$ cat src/rtl/mux_arbiter_if.sv
// mux_arbiter_if -- request/grant bundle between the two mux clients and
// the mux_arbiter that owns the shared mux select line.
//
// Signals:
//   req  [1:0]  request per client (bit i = client i)
//   done [1:0]  one-cycle release pulse per client
//   gnt  [1:0]  one-hot registered grant, all-zero when idle
//   sel         registered mux select (index of current/last grantee)
//   busy        high whenever gnt is nonzero
//   lock        grantee lock request (only with MUX_ARB_LOCK_EN defined)
//
// Modports:
//   master -- the client side: drives req/done(/lock), observes the grant
//   slave  -- the arbiter side: observes requests, drives the grant
//
// Build option: MUX_ARB_LOCK_EN adds the lock signal.

interface mux_arbiter_if;
    logic [1:0] req;
    logic [1:0] done;
    logic [1:0] gnt;
    logic       sel;
    logic       busy;
`ifdef MUX_ARB_LOCK_EN
    logic       lock;

    modport master (output req, output done, output lock,
                    input gnt, input sel, input busy);
    modport slave  (input req, input done, input lock,
                    output gnt, output sel, output busy);
`else
    modport master (output req, output done,
                    input gnt, input sel, input busy);
    modport slave  (input req, input done,
                    output gnt, output sel, output busy);
`endif
endinterface : mux_arbiter_if

$ cat src/rtl/mux_arbiter.sv
// mux_arbiter -- two-client round-robin arbiter owning the select line of a
// shared 2:1 mux. A grant is held until the grantee pulses done, drops its
// request, or has held the mux for HOLD_MAX cycles while the other client
// waits. Handoff to a waiting client happens on a single edge (no idle
// bubble). gnt, sel and busy are all registered.
//
// Ports:
//   clk    in   system clock, rising edge
//   rst_n  in   asynchronous active-low reset
//   bus    slave modport of mux_arbiter_if (req, done, gnt, sel, busy,
//               and lock when MUX_ARB_LOCK_EN is defined)
//
// Parameters:
//   HOLD_MAX  max consecutive grant cycles under contention (1..255)
//   CNT_W     hold counter width, 2**CNT_W > HOLD_MAX
//
// Build option: MUX_ARB_LOCK_EN -- while lock is high the grantee cannot
// be preempted; done and request drop still release the grant.

module mux_arbiter #(
    parameter int HOLD_MAX = 8,
    parameter int CNT_W    = 8
) (
    input  logic          clk,
    input  logic          rst_n,
    mux_arbiter_if.slave  bus
);

    typedef enum logic [1:0] {IDLE, G0, G1} state_t;

    localparam logic [CNT_W-1:0] PREEMPT_AT = CNT_W'(HOLD_MAX - 1);
    localparam logic [CNT_W-1:0] HOLD_SAT   = CNT_W'(HOLD_MAX);

    state_t           state_q, state_d;
    logic [CNT_W-1:0] cnt_q, cnt_d;
    logic             lp_q, lp_d;      // last-granted client
    logic [1:0]       gnt_q, gnt_d;
    logic             sel_q, sel_d;
    logic             busy_q, busy_d;

    logic owner;        // index of the current grantee (valid in G0/G1)
    logic other;
    logic locked;
    logic release_now;

`ifdef MUX_ARB_LOCK_EN
    assign locked = bus.lock;
`else
    assign locked = 1'b0;
`endif

    // NOTE: non-blocking assignments here so every register samples the
    // pre-edge values computed by the combinational block.
    always_ff @(posedge clk or negedge rst_n) begin
        if (!rst_n) begin
            state_q <= IDLE;
            cnt_q   <= '0;
            lp_q    <= 1'b1;   // client 0 wins the first tie
            gnt_q   <= 2'b00;
            sel_q   <= 1'b0;
            busy_q  <= 1'b0;
        end else begin
            state_q <= state_d;
            cnt_q   <= cnt_d;
            lp_q    <= lp_d;
            gnt_q   <= gnt_d;
            sel_q   <= sel_d;
            busy_q  <= busy_d;
        end
    end

    always_comb begin
        // NOTE: every output of this block gets a default first so no path
        // leaves a variable unassigned and no latch is inferred.
        state_d     = state_q;
        cnt_d       = cnt_q;
        lp_d        = lp_q;
        owner       = (state_q == G1);
        other       = ~owner;
        release_now = 1'b0;

        case (state_q)
            IDLE: begin
                cnt_d = '0;
                case (bus.req)
                    2'b01:   state_d = G0;
                    2'b10:   state_d = G1;
                    2'b11:   state_d = lp_q ? G0 : G1;
                    default: state_d = IDLE;
                endcase
            end
            G0, G1: begin
                // The counter may sit at HOLD_MAX after an uncontended or
                // locked stretch; ">=" lets a newly waiting client take
                // over on the next edge instead of starving.
                release_now = bus.done[owner] | ~bus.req[owner] |
                              (bus.req[other] & ~locked & (cnt_q >= PREEMPT_AT));
                if (release_now) begin
                    lp_d    = owner;
                    cnt_d   = '0;
                    state_d = bus.req[other] ? (other ? G1 : G0) : IDLE;
                end else if (cnt_q != HOLD_SAT) begin
                    cnt_d = cnt_q + CNT_W'(1);
                end
            end
            default: state_d = IDLE;
        endcase

        // Outputs are registered from the next state so they change
        // exactly on the edge that enters it.
        gnt_d  = {state_d == G1, state_d == G0};
        busy_d = (state_d != IDLE);
        if (state_d == G1)      sel_d = 1'b1;
        else if (state_d == G0) sel_d = 1'b0;
        else                    sel_d = sel_q;   // hold last grantee in IDLE
    end

    assign bus.gnt  = gnt_q;
    assign bus.sel  = sel_q;
    assign bus.busy = busy_q;

endmodule : mux_arbiter

$ cat src/flat_wrapper.sv
// flat-port wrapper written by rule: the top's interface ports become plain ports
module mux_arbiter_flat 
#(
    parameter int HOLD_MAX = 8,
    parameter int CNT_W    = 8
)
  (clk, rst_n, bus_req, bus_done, bus_gnt, bus_sel, bus_busy);
  mux_arbiter_if bus_i ();
  input  logic clk;
  input  logic rst_n;
  input wire logic [$bits(bus_i.req)-1:0] bus_req;
  input wire logic [$bits(bus_i.done)-1:0] bus_done;
  output wire logic [$bits(bus_i.gnt)-1:0] bus_gnt;
  output wire logic [$bits(bus_i.sel)-1:0] bus_sel;
  output wire logic [$bits(bus_i.busy)-1:0] bus_busy;
  assign bus_i.req = bus_req;
  assign bus_i.done = bus_done;
  assign bus_gnt = bus_i.gnt;
  assign bus_sel = bus_i.sel;
  assign bus_busy = bus_i.busy;
  mux_arbiter #(.HOLD_MAX(HOLD_MAX), .CNT_W(CNT_W)) u_core (.clk(clk), .rst_n(rst_n), .bus(bus_i));
endmodule
$ cat config.mk
export PLATFORM = sky130hd
export DESIGN_NAME = mux_arbiter_flat
export DESIGN_NICKNAME = d
export VERILOG_FILES = /design/src/rtl/mux_arbiter_if.sv /design/src/rtl/mux_arbiter.sv /design/src/flat_wrapper.sv
export SDC_FILE = /design/constraint.sdc
export NUM_CORES = 1
export LEC_CHECK = 0
export ABC_AREA = 0
export CAP_MARGIN = 10
export CORE_ASPECT_RATIO = 1.4
export CORE_MARGIN = 1
export CORE_UTILIZATION = 30
export CTS_BUF_LIST = sky130_fd_sc_hd__clkbuf_4 sky130_fd_sc_hd__clkbuf_8 sky130_fd_sc_hd__clkbuf_16
export DETAILED_ROUTE_END_ITERATION = 7
export RECOVER_POWER = 100
export SYNTH_ARGS = -nofsm -noshare
export SYNTH_HDL_FRONTEND = slang
export SYNTH_SLANG_ARGS = --single-unit
$ cat constraint.sdc
create_clock -name clk -period 3.3 [get_ports clk]
set_input_delay 0.33 -clock clk [delete_from_list [all_inputs] [get_ports clk]]
set_output_delay 0.33 -clock clk [all_outputs]
set_load 0.02 [all_outputs]
-- Word level (Yosys, flattened, before mapping)
Cells that the tools add are included.
- add/sub/neg operators: 1
- $lt $le $gt $ge: 3
- eq/ne operators: 9
- mux-type cells: 17
- bitwise operators: 5
- reduce and logical (&&, ||, !) cells: 7
- operators with widths (cell ; count):
    $mux W8 ; 2
    $pmux W8 S2 ; 1
    $add A8 B1 Y8 const B ; 1
    $eq A2 B2 Y1 const B ; 4
    $ge A8 B3 Y1 const B ; 1
    $mux W1 ; 8
    $mux W2 ; 4
    $ne A8 B4 Y1 const B ; 1
    $eq A2 B1 Y1 const B ; 3
    $pmux W2 S3 ; 1
    $reduce_bool A2 Y1 ; 3
    $lt A1 B2 Y1 const B ; 2
    $pmux W2 S2 ; 1
    $reduce_and A2 Y1 ; 2
    $ne A3 B1 Y1 const B ; 1
    $logic_not A2 Y1 ; 1
    $not A1 Y1 ; 2
    $or A1 B1 Y1 ; 2
    $reduce_or A2 Y1 ; 1
    $and A1 B1 Y1 ; 1
- register bits after elaboration: 15
- output and inout bits: 4
- word-level logic and storage cells: 48

-- Depth between registers and ports, before layout
Gate-level depths: netlist of the first run.
- word-level depth: 11
- depth in mapped cells: 9
- depth with buffers taken out: 8

-- Worst setup path before layout of the first run
Ideal clock, no wire load.
- path kind: register to register
- from: reg u_core.cnt_q[6]
- to: reg u_core.sel_q, in the netlist u_core.bus.sel
- arrival time: 2165 ps
- path slack: 1010 ps
- stages on the path, launching flop included: 8
- buffers on the path: 1
- period minus slack after synthesis: 2290 ps
- path through: dfrtp_1 > or4_4 > o21ai_2 > buf_6 > nand3_1 > a31o_1 > ha_1 > mux2_2
- cells in the longest elaborated chain, start to end: 7
- RTL lines (element ; line ; source):
    from (decl) ; mux_arbiter.sv:35 ; logic [CNT_W-1:0] cnt_q, cnt_d;
    from (signal assigned) ; mux_arbiter.sv:64 ; cnt_q <= cnt_d;
    $ge A8 B3 Y1 (*) ; mux_arbiter.sv:97 ; (bus.req[other] & ~locked & (cnt_q >= PREEMPT_AT));
    $and A1 B1 Y1 (*) ; mux_arbiter.sv:97 ;
    $or A1 B1 Y1 (*) ; mux_arbiter.sv:96 ; release_now = bus.done[owner] | ~bus.req[owner] |
    $mux W2 (*) ; mux_arbiter.sv:98 ; if (release_now) begin
    $pmux W2 S2 (*) ; mux_arbiter.sv:82 ; case (state_q)
    $eq A2 B2 Y1 or $eq A2 B1 Y1 (tied branches) ; mux_arbiter.sv:113, mux_arbiter.sv:114 ;
    $mux W1 or $reduce_bool A2 Y1 (tied branches) ; -- ;
    to (signal assigned) ; mux_arbiter.sv:67 ; sel_q <= sel_d;
    to (decl) ; mux_arbiter.sv:38 ; logic sel_q, sel_d;
Every way passes the cells marked *; elsewhere a longest branch is shown, timed or not.
A chain may end at the register's enable or synchronous reset.

-- Final worst setup path of the first run
Ends and elaborated chain as after synthesis.

==> results of run 1 <==
[Yosys cell counts, drive strengths merged (2+ instances only)]
| cell | instances |
|---|---|
| dfrtp | 14 |
| nand3 | 13 |
| inv | 11 |
| ha | 8 |
| nand2 | 5 |
| nand4 | 5 |
| o211ai | 4 |
| o221ai | 4 |
| clkbuf | 3 |
| mux2 | 3 |
| nor2 | 3 |
| a21oi | 2 |
| a31o | 2 |
| a31oi | 2 |
| mux2i | 2 |
| nor3 | 2 |
| o21a | 2 |
| o21ai | 2 |
[state kept, by name, summed over array words and instances, names as in the netlist]
register,count
u_core.bus.gnt,2
u_core.cnt_q,8
u_core.lp_q,1
u_core.bus.sel,1
u_core.state_q,2
u_core.bus.busy,1
[power by group through the flow]
| stage | registers (mW) | clock network, mW | logic [mW] |
|---|---|---|---|
| after floorplan | 0.290 | 0 | 0.236 |
| after global placement | 0.265 | 0 | 0.366 |
| after detailed placement | 0.268 | 0 | 0.371 |
| after CTS | 0.266 | 0.158 | 0.372 |
| after global routing | 0.269 | 0.163 | 0.395 |
| final | 0.264 | 0.157 | 0.356 |
[layer usage]
metal  up-vias  global-route usage (%)  wire [µm]
li1        394                       -          -
met1       405                    14.8        872
met2        26                    23.6       1130
met3         6                    1.75         68
met4         0                    5.86         42
met5         -                       0          0
[final timing paths]
path | from | endpoint | slack (ns) | cells after the start
max | u_core.cnt_q[6] | u_core.bus.sel | 0.70 | 6
max reg2reg | u_core.cnt_q[6] | u_core.bus.sel | 0.70 | 6
min in group asynchronous | rst_n | u_core.bus.sel | 0.57 | 1
min | u_core.bus.sel | u_core.bus.sel | 0.51 | 1
min reg2reg | u_core.bus.sel | u_core.bus.sel | 0.51 | 1
max in group asynchronous | rst_n | u_core.cnt_q[4] | 2.27 | 1
[layout make-up]
| class | count | area [µm²] |
|---|---|---|
| fill | 332 | 1990 |
| multi-input combinational | 72 | 533 |
| sequential | 15 | 377 |
| timing repair buffer | 9 | 90.1 |
| tap | 39 | 48.8 |
| clock buffer | 3 | 41.3 |
| inverter | 11 | 41.3 |
| clock inverter | 1 | 5.00 |
[stage by stage]
step	instances	util (%)	power (mW)
3_5_place_dp	146	35.1	0.639
2_1_floorplan	102	-	0.526
6_report	150	36.4	0.778
4_1_cts	150	36.5	0.796
5_1_grt	150	36.4	0.827
3_3_place_gp	146	35.1	0.631
[cell families after synthesis]
group,count (synthesis),share of synthesized area [%]
fa+ha+maj,8,10.2
compound gates,21,16.9
flops,15,38.3
simple gates,38,22.2
buf+inv,15,6.88
mux,5,5.48
[worst max-delay path, stage by stage, from the launching register on]
cell     delay, ns
dfrtp_1       0.43
or4_4         0.59
o21ai_2       0.40
nand3_1       0.19
a31o_1        0.28
ha_1          0.28
mux2_2        0.32
==> summary by stage, run 1 <==
Synth
Synthesis handed over a netlist of ~100 instances. After synthesis, the netlist uses 37 different library cells. The most used flip-flop cell after synthesis is dfrtp_1.

Counting every net in the synthesized netlist gives between 100 and 150. By area the synthesized netlist is led by dfrtp_1 36%, ha_1 10%, nand3_1 6.1%, inv_1 4.2%, o221ai_1 3.6%. The share of synthesized registers carrying an async set or reset is 100%. Summing the sequential cell areas from Yosys gives between 30% and 40% of the chip area. The cell type with the highest aggregate area in the netlist is dfrtp_1. Yosys printed 0 warnings. The area share of the largest cell type after synthesis is 35.7%. Each instance of the synthesized netlist takes up on average 9.63 µm². The number of register bits inferred by synthesis is 15. In this run the cell area of the synthesized design comes to 982 µm².

The number of flops mapped to enable cells by yosys is 0.

Worst setup path
The worst setup path is captured at a flip-flop. The arrival time reported for the critical path endpoint is approximately 2.7 ns. The worst setup path is launched from a flip-flop.

For the worst setup path, the data required time is 3.44 ns. Along the worst path, the maximum fanout reaches 11. The critical path is of the reg -> reg type.

GRT
The leftover overflow at the end of global routing is 0. The initial antenna violation count came to 0. The global-route usage over all layers is roughly an eighth.

The pin count of the biggest net entering global routing is 16. The via count of the first global-routing pass is 836. The global-route wire length before repair is around 3600 µm.

Power
The internal portion of the total power is 471 µW. Of the total power, the share spent switching nets is roughly 40%. The part of the total power dissipated in combinational logic is 45.8%. For this design the ratio of total power to cell area is 684 nW/µm². The leakage power figure is 0.474 nW. In this run the power spent charging and discharging nets is roughly 300 µW. The power share of the sequential group is around 34%. The share of total power dissipated in the clock network is roughly a fifth.

IR analysis of the VDD net gives a maximum drop of 311 µV.

STA
The ratio of final minimum period to clock period is between 70% and 80%. The transition time at the pin with the least slew margin is 0.725 ns. The setup TNS is 0 ns.

The routed design could run at a clock period as short as 2.60 ns. Setup violations remaining at the end of the flow were counted as 0. The number of failing hold endpoints at the final stage is 0. The number of max-slew violations in the final report was 0. The achievable frequency is 384 MHz.

The final hold slack is slightly above 0.5 ns. The worst max-slew margin expressed relative to the limit is between 50% and 60%. Setup repair after global routing left no endpoint under its margin. Across all setup checks in the final design, the least slack found is between 0.6 and 0.7 ns. The setup skew after layout is 0.00307 ns.

Clocking
The post-cts resize count is 0. The total clock sinks is 15. The level count of the clock H-tree is 1.

The clock transition at the registers of the reported paths is 0.07 ns. In this run, post-CTS hold repair placed 0 buffers. At the later pin of the worst-skew pair, clock insertion delay measures 0.25 ns.

The number of setup buffers added after CTS is 0. In this run, CTS created clock tree buffers numbering 3. TritonCTS built the clock tree. Counting along the longest clock path gives a buffer depth of 2. CTS placed an instance of clkbuf_8 at the clock tree root.

Die
The width of the die is 50.4 µm. The initial utilization of the core area, before any placement, comes to a little under a third. In this run the core area contains 24 standard-cell rows. 10 I/O pins were placed. The die covers 3510 µm². The floorplan step defined a core boundary enclosing ~3100 µm². The y dimension of the die is 69.7 µm.

Drt
The count of nets left with antenna violations once routing finished came out at 0. The detailed-route DRC error count is 0. The total wire length is 2110 µm. The detailed router finished its first iteration with 22 violations. In the final routed layout, each cell accounts on average for 14.1 µm. The detailed router placed about 830 vias in this run.

The detailed-route vias per instance is roughly 5.5. The number of detailed-route iterations in the first pass is 4.

Cells and area
For this run, the post-layout net count is 126. The count of antenna diodes in the layout is 0. Of the cells placed in the final design, the portion with a size suffix greater than 1 is around an eighth.

The top cell types in the final layout, fill and taps aside, are 14 x dfrtp_1, 13 x nand3_1, 11 x inv_1. The area growth from synthesis to layout is 15.7%. With fillers left out, the area of the finished cells amounts to 1140 µm².

Leaving out fill and tap cells, the most frequent cell in the layout is dfrtp_1.

Placement
The number of buffers added on ports is 9. The instance area after placement is 1090 µm². The worst setup slack before clock tree synthesis is 0.561 ns. The global placement routability congestion is approximately 0.74. The half-perimeter wire length after placement is 1580 µm.

Hold path
The class of the tightest hold or removal check is reg -> reg.

Run status
The run finished with clean final reports.

Flow run
Max-cap violations in this run came to 0.
Note: power is estimated with default switching activity, not from simulation.
==> run 2: changes to the inputs <==
==> constraint.sdc (replaced) <==
create_clock -name clk -period 2.35 [get_ports clk]
set_input_delay 0.235 -clock clk [delete_from_list [all_inputs] [get_ports clk]]
set_output_delay 0.235 -clock clk [all_outputs]
set_load 0.02 [all_outputs]
==> run 2 against run 1 <==
Against the previous run:
- non-clock buffer count up 12
- flip-flop and latch count unchanged
- sequential share of layout area down 2.7 points
- register-to-register slack worse by 0.60 ns
- critical path type unchanged
- highest routed layer unchanged
- sequential power up 37%
==> summary by stage, run 2 (synthesis results as in run 1) <==
Run status
The flow ran to the end, and the final reports show no timing, DRC or antenna violations.

Worst setup path
The worst endpoint required time is 2.49 ns (-0.95 ns). The worst setup path is captured at a flip-flop. The reg-to-reg setup timing slack came to 0.09 ns (-0.60 ns). The setup path with the least slack is of type reg -> reg.

The library cell contributing the largest single delay on the critical path is dfrtp_1. The kind of cell with the highest combined delay along the critical path is compound AO/OA/AOI/OAI gates. The maximum fanout along the worst path came to 4 (-7). The arrival time reported for the critical path endpoint came to 2.40 ns (-0.34 ns). The worst register-to-register path ends at u_core.bus.sel. The buffers plus inverters on the worst setup path is 2 (+2). The worst setup path is launched from a flip-flop.

The peak per-stage delay on the critical path is 0.41 ns (-0.18 ns). The reg-to-reg startpoint is u_core.state_q[0]. The number of cells traversed by the worst register-to-register path came to 9 (+3). The critical path goes through inv_2 -> ha_4 -> nor3b_1 -> buf_4 -> o211ai_1 -> nand4b_1 -> a31o_1 -> ha_1 -> mux2_2.

Cells and area
The most common library cell in the layout ignoring fill and taps is dfrtp_1. The area growth from synthesis to layout is 26.1%. In the layout the commonest cells are 14 x dfrtp_1, 13 x nand3_1, 12 x buf_4.

The number of nets at the end of the flow is 138 (+9.5%). The fraction of the core area covered by cells at the end of the flow is 39.7% (+3.3 points). The fraction of layout instances using a drive strength above 1 is 22.0% (+10 points). Counting flops per register, the top entry is u_core.cnt_q.

The final design area excluding fillers came to 1240 µm² (+9.0%). The count of antenna diodes in the layout is 0 (unchanged). The number of inserted filler cells in the final layout is 318 (-4.2%). The number of flip-flops in the largest register was 8 (unchanged).

Die
The placement row count is 24 (unchanged). The y dimension of the die is 69.7 µm (unchanged). The area of the core region is 3120 µm² (unchanged). The area enclosed by the die boundary was 3510 µm² (unchanged). The effective utilization at floorplan is 31.5% (unchanged). The width of the die is 50.4 µm (unchanged). The I/O pin total was 10 (unchanged).

STA
The final critical delay including setup and external delays came to 2.26 ns (-0.345 ns). The setup slack of the critical path after layout is 0.0928 ns (-0.605 ns). The transition time at the pin with the least slew margin is 0.714 ns (-0.0108 ns). The ratio of final minimum period to clock period was 96.0% (+17 points).

The final hold slack was 0.478 ns (-0.0321 ns). The achievable frequency is 443 MHz (+15%). The number of max-slew violations in the final report is 0 (unchanged). The setup skew after layout was 0.00355 ns (+0.000481 ns). The worst max-slew margin expressed relative to the limit was 52.2% (+0.72 points). The number of setup violations in the final report is 0 (unchanged).

The number of failing hold endpoints at the final stage is 0 (unchanged).

GRT
The pin count of the biggest net entering global routing came to 16 (unchanged). The initial antenna violation count came to 0 (unchanged). The leftover overflow at the end of global routing is 0 (unchanged). The global-route usage over all layers came to 14.4% (+1.3 points). The via count of the first global-routing pass is 885 (+5.9%). The global-route wire length before repair is 3870 µm (+8.9%).

Placement
The worst setup slack before clock tree synthesis is 0.0143 ns (-0.546 ns). The half-perimeter wire length after placement came to 1720 µm (+8.5%). The instance area after placement is 1170 µm² (+6.9%).

The global placement routability congestion is 0.784 (+5.7%). The number of buffers added on ports is 9 (unchanged).

Clocking
The maximum buffer depth of the clock tree is 2 (unchanged). TritonCTS built the clock tree. The root buffer cell is clkbuf_8.

The number of CTS-inserted buffers is 3 (unchanged). The clock transition at the registers of the reported paths is 0.07 ns (about the same). The total clock sinks came to 15 (unchanged). The level count of the clock H-tree is 1 (unchanged). The number of buffers inserted for hold repair after clock tree synthesis is 0 (unchanged). The clock insertion delay at the later pin of the skew report was 0.25 ns (about the same).

Flow run
The number of max-cap violations is 0 (unchanged).

Drt
The detailed-route DRC error count is 0 (unchanged). The number of design-rule violations left by the first detailed-router iteration is 19 (-14%). The post-detailed-route wirelength per cell is 13.8 µm (-1.9%). The detailed-route vias per instance is 5.38 (-3.0%). The number of nets with antenna violations after routing is 0 (unchanged). The number of detailed-route iterations in the first pass is 4 (unchanged). The via count is 871 (+4.8%). The total wire length is 2240 µm (+6.0%).

Power
The power density relative to cell area is 943 nW/µm² (+38%). The largest voltage drop on the vdd net is 523 µV (+68%). The leakage power figure is 0.534 nW (+13%). The sum of internal, switching and leakage power is 1.17 mW (+50%).

Hold path
The min-delay analysis places its worst path in the category in -> async.
run 2: cell types whose count changed in the layout (fill, tap and decap cells not counted), sizes merged:
cell / change
buf: +12
run 2: how the worst max path moves through the flow:
| stage | startpoint | end | slack, ns | depth (start not counted) |
|---|---|---|---|---|
| 2_1_floorplan | u_core.cnt_q[6] | u_core.bus.sel | 0.06 | 7 |
| 3_3_place_gp | bus_req[0] | u_core.bus.sel | 0.05 | 8 |
| 3_5_place_dp | bus_req[0] | u_core.bus.sel | 0.01 | 8 |
| 4_1_cts | u_core.state_q[0] | u_core.bus.sel | 0.05 | 8 |
| 5_1_grt | u_core.state_q[0] | u_core.bus.sel | -0.0001 | 9 |
| 6_report | u_core.state_q[0] | u_core.bus.sel | 0.09 | 9 |
run 2: worst reg2reg max path: cells and delay by family (launching register included):
family	cells	cell delay [ns]
AO/OA/AOI/OAI	2	0.50
adder cells (fa/ha/maj)	2	0.44
flip-flops	1	0.41
multiplexers	1	0.32
AND/OR/NAND/NOR	2	0.26
buffers and inverters	2	0.22
run 2: area by class of cell:
cell class / count / area [µm²] / share of cell area, %
sequential: 15 / 377 / 30.4
multi-input combinational: 72 / 546 / 44.0
clock inverter: 1 / 5.00 / 0.404
tap: 39 / 48.8 / 3.94
clock buffer: 3 / 41.3 / 3.33
timing repair buffer: 21 / 180 / 14.5
inverter: 11 / 41.3 / 3.33
run 2: timing repair:
action                                  in CTS  in global routing
setup buffers                                0                  2
resized for setup                            0                  3
endpoints found under the setup margin       0                  1
run 2: metrics by stage:
stage / setup TNS [ns] / cells
floorplan: 0 / 102
global placement: 0 / 156
detailed placement: 0 / 156
CTS: 0 / 160
global route: -0.000110 / 162
finish: 0 / 162
run 2: routing by layer:
layer | track usage [%] | vias up | share of wire (%)
met5 | 0 | - | 0
met4 | 5.56 | 0 | 0.94
met3 | 3.29 | 2 | 3.4
met2 | 24.7 | 25 | 52
met1 | 16.9 | 424 | 44
li1 | - | 420 | -
run 2: power by group:
group	switching [mW]	total (mW)	internal [mW]
Clock	0.0991	0.217	0.117
Sequential	0.0362	0.363	0.327
Combinational	0.319	0.588	0.270
Total	0.454	1.17	0.714
==> patch, RTL diff (config.mk and constraints of run 1) <==
`CNT_W` is set to 8 in 2 places; all go to 10.
--- a/src/rtl/mux_arbiter.sv
+++ b/src/rtl/mux_arbiter.sv
@@ -20,5 +20,5 @@
 module mux_arbiter #(
     parameter int HOLD_MAX = 8,
-    parameter int CNT_W    = 8
+    parameter int CNT_W    = 10
 ) (
     input  logic          clk,
--- a/src/flat_wrapper.sv
+++ b/src/flat_wrapper.sv
@@ -3,5 +3,5 @@
 #(
     parameter int HOLD_MAX = 8,
-    parameter int CNT_W    = 8
+    parameter int CNT_W    = 10
 )
   (clk, rst_n, bus_req, bus_done, bus_gnt, bus_sel, bus_busy);
Check against the original RTL: no difference found for any inputs over 10 cycles, from zero or initial values and one cycle with rst_n low; that may be too few to reach the edited logic, so the function may still have changed.
==> patch against run 1 <==
  * Final cell count increased by 3.3%
  * Synthesized cell count increased by 3.9%
  * Sequential share of layout area increased by 2.3 points
  * Sequential cell count increased by 2
  * Sequential power increased by 7.6%
  * Area after synthesis increased by 5.0%
  * Design area increased by 5.9%
  * Wire length decreased by 5.3%
  * Hold slack got worse by 0.0083 ns
  * Power increased by 9.1%
  * Die area increased by 4.8%
  * Worst setup slack got worse by 0.18 ns
  * Largest cell class unchanged
==> patch: results (changes against run 1) <==
Placed design
  • Post-Place Worst Slack: 0.549 ns (-0.0115 ns)
  • Placed cells: 151 (+3.4%)
  • RePlAce Congestion: 0.761 (+2.5%)

Pwr
  • Power per cell area: 705 nW/um^2 (+3.0%)
  • Sw Share: 0.392 (-0.00265)
  • Max VDD drop: 0.000316 V (+1.4%)
  • Leakage dissipation: 0.530 nW (+12%)

Timing
  • Min Tclk post-route: 2.78 ns (+0.178 ns)

Synth
  • Top cells by area, synth: dfrtp_1, ha_1, nand3_1, nand2_1, mux2_2
  • Post-Synth Adder-Cell Area: 0.0971 (-0.00482)
  • Synth Area in Compound Gates: 0.161 (-0.00802)

Cells and area
  • Post-route cell area: 1200 sq um (+5.9%)
  • Nets@finish: 131 (+4.0%)

Worst setup path
  • FF-to-FF path depth: 9 (+3)
  • Critical Path Fanout Max: 6 (-5)
  • Reg-to-reg startpoint: u_core.state_q[0]
  • CP arrival: 2.92 ns (+0.18 ns)

Global route
  • GRT Resource Usage Total: 0.126 (-0.00483)
  • Largest net degree at the start of global routing: 18 (+2)
  • Met1 usage: 0.135 (-0.0137)
  • First-pass GRT wire length: 3.51 mm (-1.4%)

Drt
  • M1 wire length: 877 um (+0.57%)
  • 1st-iter DRT viols: 10 (-55%)
  • Routed WL per cell: 12.9 um (-8.3%)
  • Met3 wire length: 57 um (-16%)

Status
  • Outcome: finished, final reports clean
==> patch: cell types whose count changed in the layout (fill, tap and decap cells not counted), moves of 3 or more <==
cell      delta
nand3_1      -6
a21oi_1      +3
o21ai_0      +4
nand2_1      +4
nand4_1      -4
inv_1        -3
o211ai_1     -3
o221ai_1     -3
==> patch: critical path, cell delays in order (launching register included) <==
cell and delay, ns:
dfrtp_1 0.38, inv_1 0.10, ha_1 0.29, mux2i_1 0.36
a21oi_1 0.15, nor2_1 0.22, mux2_2 0.37, o21a_1 0.19
ha_1 0.28, mux2_2 0.32
==> patch: cell type report <==
type / count / area (sq um)
Fill cell: 339 / 1980
Clock buffer: 3 / 41.3
Timing Repair Buffer: 9 / 90.1
Tap cell: 39 / 48.8
Multi-Input combinational cell: 78 / 562
Clock inverter: 1 / 5.00
Inverter: 8 / 30.0
Sequential cell: 17 / 427
